[config.mk]
export PLATFORM = sky130hd
export DESIGN_NAME = flash_arbiter
export DESIGN_NICKNAME = d
export VERILOG_FILES = /design/src/rtl/flash_arbiter.sv
export SDC_FILE = /design/constraint.sdc
export NUM_CORES = 1
export LEC_CHECK = 0
export CORE_AREA = 5 5 86 88
export CTS_BUF_LIST = sky130_fd_sc_hd__clkbuf_8
export DETAILED_ROUTE_END_ITERATION = 10
export DIE_AREA = 0 0 91 93
export PLACE_DENSITY = 0.9
export SYNTH_ARGS = -nofsm -noshare
export SYNTH_HDL_FRONTEND = slang
export SYNTH_SLANG_ARGS = --single-unit
[constraint.sdc]
create_clock -name CLK_50MHZ -period 3.5 [get_ports CLK_50MHZ]
set_clock_uncertainty 0.1 [all_clocks]
set_input_delay 0.35 -clock CLK_50MHZ [delete_from_list [all_inputs] [get_ports CLK_50MHZ]]
set_output_delay 0.35 -clock CLK_50MHZ [all_outputs]
set_load 0.02 [all_outputs]
[src/rtl/flash_arbiter.sv]
`default_nettype none
// flash_arbiter -- two-port round-robin arbiter that sequences NOR-flash reads
// and byte programs on one shared flash bus. Rev 1.0
module flash_arbiter #(
  parameter int READ_WAIT   = 6,
  parameter int WE_PULSE    = 4,
  parameter int STS_TIMEOUT = 50000
) (
  input  logic       CLK_50MHZ,
  input  logic       RST,
  input  logic       req0,
  input  logic       req1,
  input  logic       we0,
  input  logic       we1,
  input  logic [7:0] addr0,
  input  logic [7:0] addr1,
  input  logic [7:0] wdata0,
  input  logic [7:0] wdata1,
  output logic       done0,
  output logic       done1,
  output logic       err,
  output logic [7:0] rdata,
  output logic       busy,
  output logic       NF_CE,
  output logic       NF_OE,
  output logic       NF_WE,
  output logic [7:0] NF_A,
  output logic [7:0] NF_DO,
  output logic       NF_DOE,
  input  logic [7:0] NF_DI,
  input  logic       NF_STS
);

  localparam logic [15:0] RD_LAST    = 16'((READ_WAIT < 1 ? 1 : READ_WAIT) - 1);
  localparam logic [15:0] WE_LAST    = 16'((WE_PULSE < 1 ? 1 : WE_PULSE) - 1);
  localparam logic [15:0] GAP_LAST   = 16'd1;
  localparam logic [15:0] STS_IGNORE = 16'd2;
  localparam logic [15:0] STS_LAST   = 16'(STS_TIMEOUT + 1);
  localparam logic [7:0]  PROG_CMD   = 8'h40;

  typedef enum logic [2:0] {
    IDLE      = 3'd0,
    RD_ACTIVE = 3'd1,
    WR_CMD    = 3'd2,
    WR_GAP    = 3'd3,
    WR_DATA   = 3'd4,
    WR_STS    = 3'd5,
    DONE      = 3'd6
  } state_t;

  state_t      state, state_nx;
  logic [15:0] cnt, cnt_nx;
  logic        gnt, gnt_nx;
  logic        last, last_nx;
  logic        op_we, op_we_nx;
  logic [7:0]  op_addr, op_addr_nx;
  logic [7:0]  op_wdata, op_wdata_nx;
  logic [7:0]  rdata_nx;
  logic        err_nx;
  logic        pick;

  logic        ce_nx, oe_nx, wen_nx, doe_nx;
  logic        done0_nx, done1_nx, busy_nx;
  logic [7:0]  a_nx, do_nx;

  // On a tie the port that was not served last wins; otherwise the sole requester.
  assign pick = (req0 && req1) ? ~last : req1;

  always_comb begin
    state_nx    = state;
    cnt_nx      = cnt + 16'd1;
    gnt_nx      = gnt;
    last_nx     = last;
    op_we_nx    = op_we;
    op_addr_nx  = op_addr;
    op_wdata_nx = op_wdata;
    rdata_nx    = rdata;
    err_nx      = 1'b0;
    case (state)
      IDLE: begin
        cnt_nx = '0;
        if (req0 || req1) begin
          gnt_nx      = pick;
          op_we_nx    = pick ? we1 : we0;
          op_addr_nx  = pick ? addr1 : addr0;
          op_wdata_nx = pick ? wdata1 : wdata0;
          state_nx    = (pick ? we1 : we0) ? WR_CMD : RD_ACTIVE;
        end
      end
      RD_ACTIVE: begin
        if (cnt == RD_LAST) begin
          rdata_nx = NF_DI;
          cnt_nx   = '0;
          state_nx = DONE;
        end
      end
      WR_CMD: begin
        if (cnt == WE_LAST) begin
          cnt_nx   = '0;
          state_nx = WR_GAP;
        end
      end
      WR_GAP: begin
        if (cnt == GAP_LAST) begin
          cnt_nx   = '0;
          state_nx = WR_DATA;
        end
      end
      WR_DATA: begin
        if (cnt == WE_LAST) begin
          cnt_nx   = '0;
          state_nx = WR_STS;
        end
      end
      WR_STS: begin
        // Status is unreliable right after the data strobe, so the first cycles are skipped.
        if (cnt >= STS_IGNORE && NF_STS) begin
          cnt_nx   = '0;
          state_nx = DONE;
        end else if (cnt == STS_LAST) begin
          cnt_nx   = '0;
          err_nx   = 1'b1;
          state_nx = DONE;
        end
      end
      DONE: begin
        cnt_nx   = '0;
        last_nx  = gnt;
        state_nx = IDLE;
      end
      default: begin
        cnt_nx   = '0;
        state_nx = IDLE;
      end
    endcase
  end

  // Bus outputs are decoded from the next state so the registers line up with it.
  always_comb begin
    ce_nx    = 1'b1;
    oe_nx    = 1'b1;
    wen_nx   = 1'b1;
    doe_nx   = 1'b0;
    a_nx     = NF_A;
    do_nx    = NF_DO;
    busy_nx  = (state_nx != IDLE);
    done0_nx = (state_nx == DONE) && !gnt_nx;
    done1_nx = (state_nx == DONE) && gnt_nx;
    if (state_nx != IDLE && state_nx != DONE) begin
      a_nx = op_addr_nx;
    end
    case (state_nx)
      RD_ACTIVE: begin
        ce_nx = 1'b0;
        oe_nx = 1'b0;
      end
      WR_CMD: begin
        ce_nx  = 1'b0;
        wen_nx = 1'b0;
        doe_nx = 1'b1;
        do_nx  = PROG_CMD;
      end
      WR_GAP: begin
        doe_nx = 1'b1;
        do_nx  = op_wdata_nx;
      end
      WR_DATA: begin
        ce_nx  = 1'b0;
        wen_nx = 1'b0;
        doe_nx = 1'b1;
        do_nx  = op_wdata_nx;
      end
      default: ;
    endcase
  end

  always_ff @(posedge CLK_50MHZ or posedge RST) begin
    if (RST) begin
      state    <= IDLE;
      cnt      <= '0;
      gnt      <= 1'b0;
      last     <= 1'b1;
      op_we    <= 1'b0;
      op_addr  <= '0;
      op_wdata <= '0;
      rdata    <= '0;
      err      <= 1'b0;
      done0    <= 1'b0;
      done1    <= 1'b0;
      busy     <= 1'b0;
      NF_CE    <= 1'b1;
      NF_OE    <= 1'b1;
      NF_WE    <= 1'b1;
      NF_DOE   <= 1'b0;
      NF_A     <= '0;
      NF_DO    <= '0;
    end else begin
      state    <= state_nx;
      cnt      <= cnt_nx;
      gnt      <= gnt_nx;
      last     <= last_nx;
      op_we    <= op_we_nx;
      op_addr  <= op_addr_nx;
      op_wdata <= op_wdata_nx;
      rdata    <= rdata_nx;
      err      <= err_nx;
      done0    <= done0_nx;
      done1    <= done1_nx;
      busy     <= busy_nx;
      NF_CE    <= ce_nx;
      NF_OE    <= oe_nx;
      NF_WE    <= wen_nx;
      NF_DOE   <= doe_nx;
      NF_A     <= a_nx;
      NF_DO    <= do_nx;
    end
  end

endmodule
`default_nettype wire
==> flow_summary.json <==
{
  "grt_max_degree": 51,
  "layout.cells.most_common": "clkdlybuf4s50_1",
  "die_x_um": 91,
  "utilization_pct": 65.14,
  "synth_enable_flop_cells": 0,
  "critical_path_class": "flip-flop to flip-flop",
  "cp.arrival_ns": 3.32,
  "antenna_cells": 0,
  "vdd_drop_max_uv": 527.2,
  "drc": 0,
  "drt-met1-wl_um": 2897,
  "grt_pass1_vias": 2657,
  "ys_seq_area_share_pct": 54.27,
  "powerDensity_nw_per_um2": 875.5,
  "ant_nets": 0,
  "period_minus_slack_ns": 3.196,
  "relSlewSlack_pct": 31.99,
  "ctsHoldBuffers": 0,
  "start_util_pct": 48.57,
  "antenna_found_initial": 0,
  "finalHoldViolations": 0,
  "drv_cap": 0,
  "ys_types": 54,
  "dr.first_iter.drc_count": 118,
  "cts_made_buffers": 9,
  "clk-insertion-delay-late_ns": 0.34,
  "period_share_pct": 91.32,
  "grt_first_pass_wirelength_um": 12390,
  "netlist_area_sq_um": 3191,
  "worst_pin_slew_ns": 1.019,
  "place_congestion": 0.8736,
  "nets": 412,
  "vias": 2433,
  "status": "complete, no violations",
  "grt-ovfl-total": 0,
  "cts.sinks": 69,
  "coreArea_sq_um": 6569,
  "finalWirelength_um": 7376,
  "syn_to_final_growth_pct": 34.12,
  "wl_met2_um": 3802,
  "final_cell_mix": "clkdlybuf4s50_1, dfrtp_1, nor2_1",
  "cts-resized-gates": 0,
  "fmax_mhz": 312.9,
  "synth_fp_nets": 326,
  "die-area_sq_um": 8463,
  "highest_layer": "met4",
  "required_ns": 3.63,
  "drt_pass1_iterations": 4,
  "avgSynthCellArea_sq_um": 11.56,
  "pin_count": 79,
  "tns_ns": 0,
  "rsz0062_at_grt": "no",
  "yosysWarnings": 0,
  "rows": 30,
  "drive_gt1_share_pct": 17.17,
  "clk_path_buf_depth": 2,
  "synth_seq_cells": 69,
  "clkTransAtPathRegs_ns": 0.08,
  "route.met3.wl_um": 499,
  "die_h_um": 93,
  "cts-root-buf": "clkbuf_8",
  "ctsHtreeMaxLevel": 3,
  "dp_hpwl_um": 5332,
  "vias_per_cell": 5.443,
  "post-cts-setup-buffers": 0,
  "setup_viol": 0,
  "numPortBuffers": 78,
  "synth_ff_type": "dfrtp_1",
  "tritoncts": "yes",
  "critPathLaunchType": "flip-flop",
  "ys_async_sr_fraction_pct": 100.0,
  "p_leak_nw": 1.875,
  "endpoint_kind": "flip-flop",
  "synth_cells": 276,
  "critPathMaxFanout": 9,
  "grt_usage_pct": 17.97,
  "wl_per_cell_um": 16.50,
  "finalMaxSlewViolations": 0,
  "min_path_type": "flip-flop to flip-flop"
}
-- path summary, 6_finish.rpt --
kind                            start    endpoint  slack (ns)  depth (start not counted)
min reg2reg                op_addr[7]  op_addr[7]        0.40                          2
max in group asynchronous         RST       NF_CE        2.01                          3
max                            cnt[1]    NF_DO[7]        0.30                          9
max reg2reg                    cnt[1]    NF_DO[7]        0.30                          9
min in group asynchronous         RST    rdata[5]        0.48                          2
min                        op_addr[7]  op_addr[7]        0.40                          2
-- per-layer routing --
| layer | vias to the layer above | global-route usage [%] |
|---|---|---|
| li1 | 1152 | - |
| met1 | 1171 | 20.66 |
| met2 | 94 | 31.25 |
| met3 | 16 | 4.425 |
| met4 | 0 | 8.680 |
| met5 | - | 0 |
-- per-stage QoR --
step / instances / area, sq um / total power (W) / setup WS [ns] / hold WS (ns)
floorplan: 276 / 3191 / 0.002483 / 0.5749 / 0.3493
global placement: 431 / 4078 / 0.003021 / 0.4211 / 0.3635
detailed placement: 431 / 4078 / 0.003098 / 0.3233 / 0.3902
CTS: 447 / 4279 / 0.003776 / 0.3247 / 0.4088
global route: 447 / 4279 / 0.003992 / 0.006002 / 0.4387
finish: 447 / 4279 / 0.003746 / 0.3039 / 0.4019
-- flip-flops by register name, indices dropped and copies added, names as in the netlist, 3 cells and up --
register  flops
op_wdata      8
NF_A          8
op_addr       8
rdata         8
cnt          16
NF_DO         8
state         3
-- area by class of cell --
| cell class | count | area [sq um] |
|---|---|---|
| clock buffers | 10 | 137.6 |
| clock inverters | 6 | 63.81 |
| inverters | 9 | 33.78 |
| well taps | 80 | 100.1 |
| flip-flops and latches | 69 | 1732 |
| multi-input cells | 189 | 1386 |
| repair buffers | 84 | 825.8 |
| fillers | 478 | 2290 |
-- worst max-delay path: stages (launching register included) --
cell,delay [ns]
dfrtp_1,0.46
inv_1,0.11
ha_1,0.18
or4b_1,0.47
nor4_1,0.50
o22ai_1,0.19
a21oi_1,0.31
nand3_1,0.16
o21a_1,0.33
a22o_1,0.27
-- kinds of logic after synthesis --
logic type      share of synthesized area [%]
compound gates                          10.51
flops                                   54.27
simple gates                            16.39
xor+xnor                                4.118
fa+ha+maj                               1.177
mux                                     11.02
buf+inv                                 2.510
-- synthesized netlist by cell type, types with 2 or more instances --
master / number / area share (%)
ha_1: 3 / 1.2
nor4_1: 3 / 0.59
or3b_2: 2 / 0.55
nor3_1: 5 / 0.78
a22o_1: 8 / 2.2
and3_2: 2 / 0.47
or4_4: 3 / 1.1
and3_1: 3 / 0.59
dfrtp_1: 65 / 51
dfstp_2: 4 / 3.3
o21a_1: 3 / 0.71
or2_2: 2 / 0.39
or3_1: 3 / 0.59
nand3_1: 9 / 1.4
mux2_2: 17 / 6.0
clkbuf_1: 5 / 0.59
inv_1: 8 / 0.94
nand4_1: 3 / 0.59
nor2_1: 23 / 2.7
o21ai_0: 16 / 2.5
and3b_1: 2 / 0.55
xor2_1: 8 / 2.2
and2_1: 3 / 0.59
xnor2_1: 7 / 1.9
nor2b_1: 3 / 0.59
mux2i_1: 16 / 5.0
nand2_1: 22 / 2.6
or4_1: 2 / 0.47
-- power breakdown --
part / switching, W / internal, W / leakage (nW)
combinational: 0.000974 / 0.000836 / 0.903
clock: 0.000303 / 0.000347 / 0.104
sequential: 0.000172 / 0.00111 / 0.868
total: 0.00145 / 0.00230 / 1.87
No activity file was read; power rests on OpenSTA's default activity.
